`src/rtl/lcd8080_bus_ctrl.sv`:
```
// 8080-bus front end for the i8080-to-RGB bridge: synchronises the host strobes, decodes
// command writes, packs pixels into the line FIFO and provides a colour-bar test generator.
// Optional OVF_COUNT_EN adds a saturating dropped-pixel counter on Ovf_Count.
module lcd8080_bus_ctrl #(
    parameter int BUS_W       = 8,
    parameter int PIX_W       = 16,
    parameter int H_ACTIVE    = 800,
    parameter int BAR_W       = 200,
    parameter int SYNC_STAGES = 2
) (
    input  logic             CLK,
    input  logic             nRST,
    input  logic             J80_WR,
    input  logic             J80_RS,
    input  logic [BUS_W-1:0] J80_Data,
    input  logic             HSYNC,
    input  logic             VSYNC,
    input  logic             FIFO_Full,
    output logic             FIFO_We,
    output logic [PIX_W-1:0] FIFO_Data,
    output logic             J80_Re,
    output logic             J80_Busy,
    output logic             LCD_BL,
    output logic             FrameCtrl,
    output logic             DisplayOn,
    output logic             Overflow
`ifdef OVF_COUNT_EN
    ,
    output logic [7:0]       Ovf_Count
`endif
);

    localparam int CW  = $clog2(H_ACTIVE + 1);
    localparam int BPW = $clog2(BAR_W + 1);

    typedef enum logic [1:0] {
        GEN_IDLE,
        GEN_RUN,
        GEN_DONE
    } gen_state_t;

    // Host strobe synchronisers: WR, RS and data travel through identical stage counts
    logic [SYNC_STAGES-1:0]            wr_sync;
    logic [SYNC_STAGES-1:0]            rs_sync;
    logic [SYNC_STAGES-1:0][BUS_W-1:0] data_sync;
    logic                              wr_d;
    logic                              evt;
    logic                              evt_rs;
    logic [BUS_W-1:0]                  evt_data;
    logic                              vs_d;

    always_ff @(posedge CLK or negedge nRST) begin
        if (!nRST) begin
            wr_sync   <= '0;
            rs_sync   <= '0;
            data_sync <= '0;
            wr_d      <= 1'b0;
            evt       <= 1'b0;
            evt_rs    <= 1'b0;
            evt_data  <= '0;
            vs_d      <= 1'b0;
        end else begin
            wr_sync   <= {wr_sync[SYNC_STAGES-2:0], J80_WR};
            rs_sync   <= {rs_sync[SYNC_STAGES-2:0], J80_RS};
            data_sync <= {data_sync[SYNC_STAGES-2:0], J80_Data};
            wr_d      <= wr_sync[SYNC_STAGES-1];
            evt       <= wr_sync[SYNC_STAGES-1] & ~wr_d;
            evt_rs    <= rs_sync[SYNC_STAGES-1];
            evt_data  <= data_sync[SYNC_STAGES-1];
            vs_d      <= VSYNC;
        end
    end

    logic       vs_rise;
    logic [2:0] cmd_addr;
    logic [4:0] cmd_pay;
    logic       cmd_wr;
    logic       pix_wr;
    logic       test_en;
    logic       ovf_clr;

    logic [4:0] ctrl_reg;
    logic [4:0] pix_reg;
    logic [4:0] bl_reg;
    logic [4:0] test_reg;

    assign vs_rise  = VSYNC & ~vs_d;
    assign cmd_addr = evt_data[7:5];
    assign cmd_pay  = evt_data[4:0];
    assign test_en  = test_reg[0];
    assign cmd_wr   = evt & evt_rs;
    assign pix_wr   = evt & ~evt_rs & ~test_en;
    assign ovf_clr  = cmd_wr && (cmd_addr == 3'b100) && cmd_pay[1];

    // Pixel assembly; a VSYNC rise in the event cycle realigns before the byte lands
    logic             phase;
    logic             phase_eff;
    logic [7:0]       hi_byte;
    logic [PIX_W-1:0] pix_word;
    logic             pix_done;
    logic             drop;

    assign phase_eff = vs_rise ? 1'b0 : phase;

    always_comb begin
        pix_word = '0;
        pix_done = 1'b0;
        if (BUS_W == 16) begin
            pix_word = PIX_W'(evt_data);
            pix_done = 1'b1;
        end else begin
            pix_word = PIX_W'({hi_byte, evt_data[7:0]});
            pix_done = phase_eff;
        end
    end

    assign drop = pix_wr & pix_done & FIFO_Full;

    // Colour-bar generator
    gen_state_t       state, state_nxt;
    logic [CW-1:0]    count;
    logic [BPW-1:0]   bar_pos;
    logic [1:0]       bar_idx;
    logic             gen_push;
    logic [PIX_W-1:0] bar_color;

    always_ff @(posedge CLK or negedge nRST) begin
        if (!nRST) state <= GEN_IDLE;
        else       state <= state_nxt;
    end

    always_comb begin
        state_nxt = state;
        gen_push  = 1'b0;
        if (!test_en || HSYNC || VSYNC) begin
            state_nxt = GEN_IDLE;
        end else begin
            case (state)
                GEN_IDLE: state_nxt = GEN_RUN;
                GEN_RUN: begin
                    if (count == CW'(H_ACTIVE)) state_nxt = GEN_DONE;
                    else                        gen_push  = ~FIFO_Full;
                end
                GEN_DONE: state_nxt = GEN_DONE;
                default:  state_nxt = GEN_IDLE;
            endcase
        end
    end

    always_comb begin
        bar_color = '0;
        case (bar_idx)
            2'd0: bar_color = PIX_W'(16'h0000);
            2'd1: bar_color = PIX_W'(16'hF800);
            2'd2: bar_color = PIX_W'(16'h07E0);
            default: bar_color = PIX_W'(16'h001F);
        endcase
    end

    // Bar index tracked incrementally to avoid a divider on count
    always_ff @(posedge CLK or negedge nRST) begin
        if (!nRST) begin
            count   <= '0;
            bar_pos <= '0;
            bar_idx <= '0;
        end else if (state_nxt == GEN_IDLE) begin
            count   <= '0;
            bar_pos <= '0;
            bar_idx <= '0;
        end else if (gen_push) begin
            count <= count + 1'b1;
            if (bar_pos == BPW'(BAR_W - 1)) begin
                bar_pos <= '0;
                bar_idx <= bar_idx + 1'b1;
            end else begin
                bar_pos <= bar_pos + 1'b1;
            end
        end
    end

    // Command registers, byte phase, FIFO push and status
    always_ff @(posedge CLK or negedge nRST) begin
        if (!nRST) begin
            ctrl_reg  <= 5'b01000;
            pix_reg   <= 5'b00000;
            bl_reg    <= 5'b00001;
            test_reg  <= 5'b00000;
            phase     <= 1'b0;
            hi_byte   <= '0;
            FIFO_We   <= 1'b0;
            FIFO_Data <= '0;
            Overflow  <= 1'b0;
            J80_Busy  <= 1'b0;
            J80_Re    <= 1'b0;
            FrameCtrl <= 1'b1;
        end else begin
            FIFO_We  <= 1'b0;
            J80_Busy <= FIFO_Full;
            J80_Re   <= ctrl_reg[3] ? (HSYNC | VSYNC) : HSYNC;
            FrameCtrl <= ctrl_reg[3] ? 1'b1 : pix_reg[0];

            if (cmd_wr) begin
                phase <= 1'b0;
                case (cmd_addr)
                    3'b001:  ctrl_reg <= cmd_pay;
                    3'b010:  pix_reg  <= cmd_pay;
                    3'b011:  bl_reg   <= cmd_pay;
                    3'b100:  test_reg <= cmd_pay & 5'b11101;
                    default: ;
                endcase
            end else if (pix_wr) begin
                if (BUS_W == 16) phase <= 1'b0;
                else             phase <= ~phase_eff;
                if (!phase_eff) hi_byte <= evt_data[7:0];
            end else if (vs_rise) begin
                phase <= 1'b0;
            end

            if (test_en) begin
                if (gen_push) begin
                    FIFO_We   <= 1'b1;
                    FIFO_Data <= bar_color;
                end
            end else if (pix_wr && pix_done && !FIFO_Full) begin
                FIFO_We   <= 1'b1;
                FIFO_Data <= pix_word;
            end

            if (ovf_clr)   Overflow <= 1'b0;
            else if (drop) Overflow <= 1'b1;
        end
    end

`ifdef OVF_COUNT_EN
    always_ff @(posedge CLK or negedge nRST) begin
        if (!nRST)                          Ovf_Count <= '0;
        else if (ovf_clr)                   Ovf_Count <= '0;
        else if (drop && Ovf_Count != 8'hFF) Ovf_Count <= Ovf_Count + 8'd1;
    end
`endif

    assign DisplayOn = ctrl_reg[4];
    assign LCD_BL    = bl_reg[0];

    logic unused_bits;
    assign unused_bits = ^{ctrl_reg[2:0], pix_reg[4:1], bl_reg[4:1], test_reg[4:1]};

endmodule

```
`config.mk`:
```
export PLATFORM = sky130hd
export DESIGN_NAME = lcd8080_bus_ctrl
export DESIGN_NICKNAME = d
export VERILOG_FILES = /design/src/rtl/lcd8080_bus_ctrl.sv
export SDC_FILE = /design/constraint.sdc
export NUM_CORES = 1
export LEC_CHECK = 0
export ABC_AREA = 1
export CAP_MARGIN = 20
export CORE_MARGIN = 3
export CORE_UTILIZATION = 60
export DETAILED_ROUTE_END_ITERATION = 8
export GPL_ROUTABILITY_DRIVEN = 1
export PLACE_DENSITY = 0.83
export SKIP_CTS_REPAIR_TIMING = 1
export SYNTH_ARGS = -nofsm -noshare
export SYNTH_HDL_FRONTEND = slang
export SYNTH_SLANG_ARGS = --single-unit
```
`constraint.sdc`:
```
create_clock -name CLK -period 3.16 [get_ports CLK]
set_input_delay 0.79 -clock CLK [delete_from_list [all_inputs] [get_ports CLK]]
set_output_delay 0.79 -clock CLK [all_outputs]
set_load 0.02 [all_outputs]
```
==> summary.md <==
| Metric | Value |
|---|---|
| Status | `complete, no violations` |
| First-pass GRT wire length | `12500 um` |
| IO Count | `38` |
| Max Cap Viol | `0` |
| Antenna Nets Post-Route | `0` |
| Critical path type | `register to output pin` |
| R2r setup slk | `1140 ps` |
| R2r endpoint | `count[6]` |
| Avg Cell Area, Syn | `8.96 um^2` |
| Biggest regs | `FIFO_Data: 16 flops, data_sync: 16 flops, count: 10 flops` |
| Synth Register Bits | `89` |
| Placer Congestion | `0.877` |
| Die width | `85.3 um` |
| TNS Setup | `0 ps` |
| Post-synthesis async set-or-reset flop share | `100%` |
| Worst-skew pair later-pin latency | `360 ps` |
| Core area | `5990 um^2` |
| Multi-input logic area | `1290 um^2` |
| Drt via density | `5.24` |
| Number of DRC markers in iteration 0 | `204` |
| Crit path buffers/inverters | `1` |
| Min Tclk post-route | `2280 ps` |
| Synth Warn # | `0` |
| Crit-path cells | `clkdlybuf4s50_1` |
| Num Clock Sinks | `89` |
| Static Leak | `2.25 nW` |
| CTS tree | `yes` |
| CP startpoint kind | `register` |
| Critical Path RT | `2370 ps` |
| Final setup vio count | `0` |
| FP Rows | `28` |
| Initial antenna violation count | `0` |
| Htree depth | `3` |
| Hold depth | `0` |
| DP Wirelength | `4980 um` |
| Root Buffer | `clkbuf_8` |
| Post-synth top cells | `nand2_1 (141), dfrtp_1 (86), inv_1 (45), nand3_1 (36), nor2_1 (30)` |
| Syn Nets | `443` |
| Synth top area cells | `dfrtp_1 (57%), nand2_1 (14%), nand3_1 (4.8%)` |
| Power per cell area | `568 nW/um^2` |
| Slew Viols, Final | `0` |
| Non-filler instance count after layout | `542` |
| EDFF count, synth | `0` |
| Fillers | `411` |
| Reg2reg start | `test_reg[0]` |
| Worst Clk Skew | `12.5 ps` |
| Syn Std Cell Area | `3770 um^2` |
| Cell family with most CP delay | `buffers and inverters` |
| Least-Margin Pin Slew | `733 ps` |
| TritonCTS Buffers | `9` |
| Final worst slack | `879 ps` |
| Largest net degree at the start of global routing | `59` |
| Global route total overflow | `0` |
| Max stage delay on crit path | `600 ps` |
| CP Data Arrival Time | `1490 ps` |
| Unrepaired setup endpoints after global routing | `false` |
| Final wirelength | `7150 um` |
| Synth top area share | `57.0%` |
| Final period util | `72.2%` |
| Die height | `85.3 um` |
| Synthesis-to-layout area growth | `16.4%` |
| Relative slew slack | `51.1%` |
| Placed Cells | `526` |
| Most common cell in the synthesized netlist | `nand2_1` |
| Syn Inst Count | `421` |
| WHS Endpoint | `evt_data[3]` |
| Overall Global Routing Usage | `21.9%` |
| Sequential area share after synthesis | `59.1%` |
| Setup WS pre-CTS | `550 ps` |
| Drt first pass iters | `5` |
| Reg2Reg Depth | `8` |
| Slowest CP cell | `clkdlybuf4s50_1` |
| CTS Buffer Depth | `2` |
| Reg area | `2230 um^2` |
| Unique cell type count in the Yosys netlist | `26` |
| Crit Path Max Fanout | `2` |
| Synth Flop Type | `dfrtp_1` |
| Worst vdd ir | `435 uV` |
| CP endpoint kind | `output pin` |
| Hold Fails Final Rpt | `0` |
| DR WL/cell | `13.2 um` |
| Clk slew on worst S/H paths | `90 ps` |
| ANT cells | `0` |
| Initial Util | `63.0%` |
| Vias | `2839` |
| Share of layout cells above drive strength 1 | `7.28%` |
| Min-Delay Path Class | `register to register` |
| I/O Buffers | `37` |
| DRC Markers | `0` |
| Number of global-route vias before repair | `2759` |
| Leading area contributor after synthesis | `dfrtp_1` |
| Max Freq | `0.438 GHz` |
| Hold path start | `data_sync[11]` |
| Fin nets | `484` |
| Die ar. | `7270 um^2` |
[report_power, final]
| part | internal (mW) | total (mW) | switching, mW |
|---|---|---|---|
| Sequential | 1.26 | 1.32 | 0.0657 |
| Clock | 0.327 | 0.764 | 0.437 |
| Combinational | 0.177 | 0.408 | 0.231 |
| Total | 1.76 | 2.49 | 0.734 |
[worst max path at each step]
| stage | start | end | depth (start not counted) |
|---|---|---|---|
| 6_report | bl_reg[0] | LCD_BL | 1 |
| 5_1_grt | VSYNC | FIFO_Data[9] | 9 |
| 4_1_cts | bl_reg[0] | LCD_BL | 1 |
| 3_5_place_dp | VSYNC | FIFO_Data[9] | 9 |
| 3_3_place_gp | VSYNC | FIFO_Data[4] | 9 |
| 2_1_floorplan | VSYNC | FIFO_Data[7] | 9 |
[cell usage in the layout (no fill, tap or decap), drive strengths merged]
cell type / synthesis / layout
nand2: 144 / 144
dfrtp: 86 / 86
inv: 47 / 51
nand3: 37 / 37
clkdlybuf4s50: 0 / 36
nor2: 33 / 33
o21ai: 31 / 31
nand4: 13 / 13
clkbuf: 2 / 10
ha: 7 / 7
buf: 8 / 4
dfstp: 3 / 3
xor2: 2 / 2
o21bai: 2 / 2
clkinvlp: 0 / 2
nor3: 1 / 1
nor3b: 1 / 1
or2: 1 / 1
o22ai: 1 / 1
a21o: 1 / 1
xnor2: 1 / 1
[logic make-up (layout without fill, tap and decap cells)]
kind of cell	Yosys count	count (layout)	share of synthesized area (%)
DFF	89	89	59.1
and+or+nand+nor	230	230	26.4
xor gates and xnor gates	3	3	0.697
buffers and inverters	57	103	6.60
AOI/OAI and AO/OA	35	35	4.88
adders and majority gates	7	7	2.32
[worst register-to-register path: stages (launching register included)]
cell and delay, ps:
dfrtp_1 580, inv_2 210, nor3_2 240, nand2_1 80, nand2_1 280, nand2_4 160, inv_2 240, nand2_1 90
nand2_1 80
[cell type report]
class,count,area share (%)
Timing Repair Buffer,40,9.17
Sequential cell,89,50.8
Clock inverter,6,1.31
Inverter,47,4.02
Multi-Input combinational cell,275,29.4
Clock buffer,10,3.13
Tap cell,75,2.14
[metrics by stage]
step	hold slack, ps	power, mW	area, um^2	util, %
6_report	355	2.49	4390	73.3
5_1_grt	363	2.62	4390	73.3
4_1_cts	356	2.51	4390	73.3
3_5_place_dp	335	1.75	4200	70.1
3_3_place_gp	333	1.73	4200	70.1
2_1_floorplan	331	1.56	3770	-
[layer usage]
metal | vias to the layer above | share of wire (%) | track usage [%]
met5 | - | 0 | 0
met4 | 0 | 2.1 | 9.93
met3 | 16 | 5.2 | 4.27
met2 | 84 | 46 | 33.8
met1 | 1330 | 47 | 30.2
li1 | 1409 | - | -
(Power assumes the default switching activity.)
